**src/rtl/hex_scan_driver.sv**
```systemverilog
// Time-multiplexed scan controller for an N-digit common-anode 7-segment display.
// Feeds one nibble per slot to the hex decoder and swaps in new values only at frame boundaries.

module hex_scan_digit (
  input  logic [3:0] nib,
  input  logic       active,
  input  logic       dark,
  input  logic       upper_zero_in,
  output logic       upper_zero_out,
  output logic       sel_n
);
  // Zero status ripples down from the most significant digit.
  assign upper_zero_out = (nib == 4'h0) & upper_zero_in;
  assign sel_n          = ~(active & ~dark);
endmodule

module hex_scan_driver #(
  parameter int NUM_DIGITS = 4,
  parameter int SCAN_DIV   = 50000
) (
  input  logic                    clk,
  input  logic                    rst_n,
  input  logic                    load,
  input  logic [4*NUM_DIGITS-1:0] value,
  input  logic                    lz_blank_en,
  output logic [3:0]              nibble_out,
  output logic [NUM_DIGITS-1:0]   digit_sel_n,
  output logic                    blank,
  output logic                    frame_tick
);
  localparam int PW = $clog2(SCAN_DIV);
  localparam int IW = $clog2(NUM_DIGITS);

  logic [PW-1:0]                 presc;
  logic [IW-1:0]                 idx;
  logic [NUM_DIGITS-1:0][3:0]    disp;
  logic [NUM_DIGITS-1:0][3:0]    shadow;
  logic                          pending;
  logic                          slot_end;
  logic                          dark;
  logic [NUM_DIGITS:0]           uz;

  assign slot_end   = (presc == PW'(SCAN_DIV - 1));
  assign frame_tick = slot_end & (idx == IW'(NUM_DIGITS - 1));

  always_ff @(posedge clk or negedge rst_n) begin
    if (!rst_n) begin
      presc   <= '0;
      idx     <= '0;
      disp    <= '0;
      shadow  <= '0;
      pending <= 1'b0;
    end else begin
      presc <= slot_end ? '0 : presc + PW'(1);
      if (slot_end)
        idx <= (idx == IW'(NUM_DIGITS - 1)) ? '0 : idx + IW'(1);
      if (load)
        shadow <= value;
      // A load landing on the wrap edge bypasses the shadow so it shows immediately.
      if (frame_tick) begin
        if (load)
          disp <= value;
        else if (pending)
          disp <= shadow;
        pending <= 1'b0;
      end else if (load) begin
        pending <= 1'b1;
      end
    end
  end

  assign nibble_out     = disp[idx];
  assign uz[NUM_DIGITS] = 1'b1;
  assign blank          = lz_blank_en & (idx != '0) & uz[idx];
  // presc==0 is the anti-ghosting dead cycle between digits.
  assign dark           = (presc == '0) | blank;

  for (genvar i = 0; i < NUM_DIGITS; i++) begin : g_dig
    hex_scan_digit u_dig (
      .nib            (disp[i]),
      .active         (idx == IW'(i)),
      .dark           (dark),
      .upper_zero_in  (uz[i+1]),
      .upper_zero_out (uz[i]),
      .sel_n          (digit_sel_n[i])
    );
  end
endmodule

```
**config.mk**
```make
export PLATFORM = sky130hd
export DESIGN_NAME = hex_scan_driver
export DESIGN_NICKNAME = d
export VERILOG_FILES = /design/src/rtl/hex_scan_driver.sv
export SDC_FILE = /design/constraint.sdc
export NUM_CORES = 1
export LEC_CHECK = 0
export BUFFER_PORTS_ARGS = -buffer_cell sky130_fd_sc_hd__buf_2
export CAP_MARGIN = 20
export CORE_MARGIN = 4
export CORE_UTILIZATION = 57
export CTS_CLUSTER_SIZE = 30
export DETAILED_ROUTE_END_ITERATION = 6
export MAX_ROUTING_LAYER = met4
export PLACE_DENSITY = 0.89
export SLEW_MARGIN = 10
export SYNTH_ARGS = -nofsm -noshare
export SYNTH_HDL_FRONTEND = slang
export SYNTH_SLANG_ARGS = --single-unit
export TNS_END_PERCENT = 30
```
**constraint.sdc**
```tcl
create_clock -name clk -period 2.6 [get_ports clk]
set_clock_uncertainty 0.15 [all_clocks]
set_input_delay 0.39 -clock clk [delete_from_list [all_inputs] [get_ports clk]]
set_output_delay 0.39 -clock clk [all_outputs]
set_load 0.1 [all_outputs]
```
==> out/qor.csv <==
metric;value;unit
status;finished, final reports clean;
ant_nets;0;
synth_edf_count;0;
path_clk_slew;0.09;ns
drc;0;
max_freq;398;MHz
viasPerCell;5.99;
track_usage;21.2;%
design_area;2800;sq um
place_inst;260;
wl_per_cell;18.4;um
place_area;2660;sq um
hold_slack;0.0225;ns
utilization;69.1;%
vias;1612;
dp_hpwl;3.35;mm
peakVddDrop;471;uV
drtIter0Drc;168;
root_buffer;clkbuf_8;
stdcell_count;269;
overflow;0;
clock-sinks;51;
drive_gt1_share;41.1;%
hp-class;input port to asynchronous set/reset pin;
cts_hold_buf;0;
place_congestion;0.856;
min_period_over_period;96.7;%
grt_pass1_vias;1718;
syn_area;2430;sq um
leakage;0.00131;uW
critPathTopFamily;simple AND/OR/NAND/NOR gates;
core_region_area;4060;sq um
numPortBuffers;29;
max_stage_delay;0.44;ns
finalSetupViolCount;0;
diodes;0;
clk_path_buf_depth;2;
ys_warn_count;0;
setup_ws;0.0854;ns
syn_avg_cell_area;13.0;sq um
finalCriticalPeriod;2.51;ns
die_h;73.3;um
die_w;73.3;um
ios;30;
syn-num-nets;213;
ys_types;33;
dr.pass1.iters;4;
worstPathRequired;2.06;ns
syn2layout_area_growth;15.2;%
wl;4.95;mm
dp_slack;0.334;ns
path_buf_inv;1;
end_kind;primary output;
clk_latency;0.30;ns
hold_viol;0;
std_cell_rows;23;
floorplan.initialDensity;59.9;%
antenna_found_initial;0;
grt_max_degree;52;
numCtsBuffers;5;
worstMarginPinSlew;0.611;ns
async_reset_ff_share;100;%
h-tree-depth;2;
crit_type;register to primary output;
crit_chain;ha_1 > and4_1 > and4_4 > and2_1 > buf_6;
cts_tree;yes;
slew_headroom;59.2;%
synth_ff_type;dfrtp_1;
final_nets;244;
maxCapViolations;0;
cellPowerDensity;479;nW/um^2
netlist_instances;187;
grt_pass1_wl;8.38;mm
cp_max_fo;6;
worstSetupStartpointType;register;
seq_area_frac_synth;52.5;%
final.fill_count;274;
die_area;5380;sq um
cp.arrival;1.97;ns
ys_ff_latch;51;
finalMaxSlewViolations;0;
crit_path_top_delay_cell;dfrtp_1;
## metal layers
layer  wire length (um)  vias up  track usage [%]
met5                  0        -                -
met4                131        0             8.25
met3                265       15             4.38
met2               2540       59             33.4
met1               2010      816             26.9
li1                   -      722                -
## power breakdown
| part | switching [uW] | internal (uW) |
|---|---|---|
| Combinational | 36.7 | 35.4 |
| Sequential | 6.05 | 817 |
| Clock | 258 | 190 |
| Total | 301 | 1040 |
## stage by stage
stage          total power (uW)  setup TNS [ns]
2_1_floorplan               873               0
5_1_grt                    1420         -0.0130
3_5_place_dp                913               0
3_3_place_gp                907               0
4_1_cts                    1360        -0.00184
6_report                   1340               0
## synthesized netlist by cell type (2+ instances only)
library cell / n / area, sq um
and3_1: 3 / 18.8
mux4_2: 4 / 90.1
mux2_2: 22 / 248
ha_1: 6 / 75.1
nand4_1: 6 / 37.5
nand2_1: 8 / 30.0
inv_1: 5 / 18.8
nand3_1: 7 / 35.0
clkbuf_1: 3 / 11.3
and4_1: 3 / 26.3
xnor2_1: 7 / 61.3
nor4b_1: 3 / 26.3
mux2_4: 10 / 150
nor2_1: 14 / 52.6
dfrtp_1: 51 / 1280
xor2_1: 6 / 52.6
nor4_1: 5 / 31.3
buf_4: 4 / 30.0
and2_1: 2 / 12.5
o21ai_0: 4 / 20.0
buf_2: 2 / 10.0
## layout make-up
| cell class | count | area (sq um) | area share (%) |
|---|---|---|---|
| sequential | 51 | 1280 | 45.5 |
| multi-input combinational | 119 | 1090 | 38.8 |
| timing repair buffer | 36 | 267 | 9.51 |
| clock buffer | 5 | 68.8 | 2.46 |
| tap | 50 | 62.6 | 2.23 |
| inverter | 5 | 22.5 | 0.804 |
| clock inverter | 3 | 18.8 | 0.670 |
## layout by cell type (no fill, tap or decap), types with 2 or more instances in the layout
master,count
and2_1,2
and3_1,3
and4_1,3
buf_12,4
buf_2,23
buf_4,7
clkbuf_8,5
clkinv_2,2
dfrtp_1,51
ha_1,6
inv_1,3
mux2_2,22
mux2_4,10
mux4_2,4
nand2_1,8
nand3_1,4
nand3_2,3
nand4_1,6
nor2_1,14
nor4_1,4
nor4b_1,2
o21ai_0,4
xnor2_1,7
xor2_1,6
## what timing repair did
item,CTS,global route
pin swaps,0,1
resized for setup,2,8
setup buffers,0,1
setup endpoints to repair,3,6
## cell families after synthesis
group | count (synthesis) | share of synthesized area, %
AOI/OAI and AO/OA | 7 | 1.70
xor gates and xnor gates | 13 | 4.68
adders and majority gates | 6 | 3.09
buffers and inverters | 17 | 4.32
DFF | 51 | 52.5
muxes | 36 | 20.1
and+or+nand+nor | 57 | 13.7
## sequential cells by signal, indices dropped and copies added, names as in the netlist
register  count
pending       1
disp         16
idx           2
presc        16
shadow       16
## path summary, 6_finish.rpt
path	startpoint	end	slack, ns	cells past startpoint
hold reg to reg	pending	pending	0.35	2
setup / recovery	presc[0]	frame_tick	0.09	5
setup reg to reg	presc[0]	disp[3]	0.27	6
min in group clk	value[12]	shadow[12]	0.18	2
max in group asynchronous	rst_n	disp[10]	1.87	2
hold / removal	rst_n	shadow[7]	0.02	2
Power figures use the tool's default switching activity.
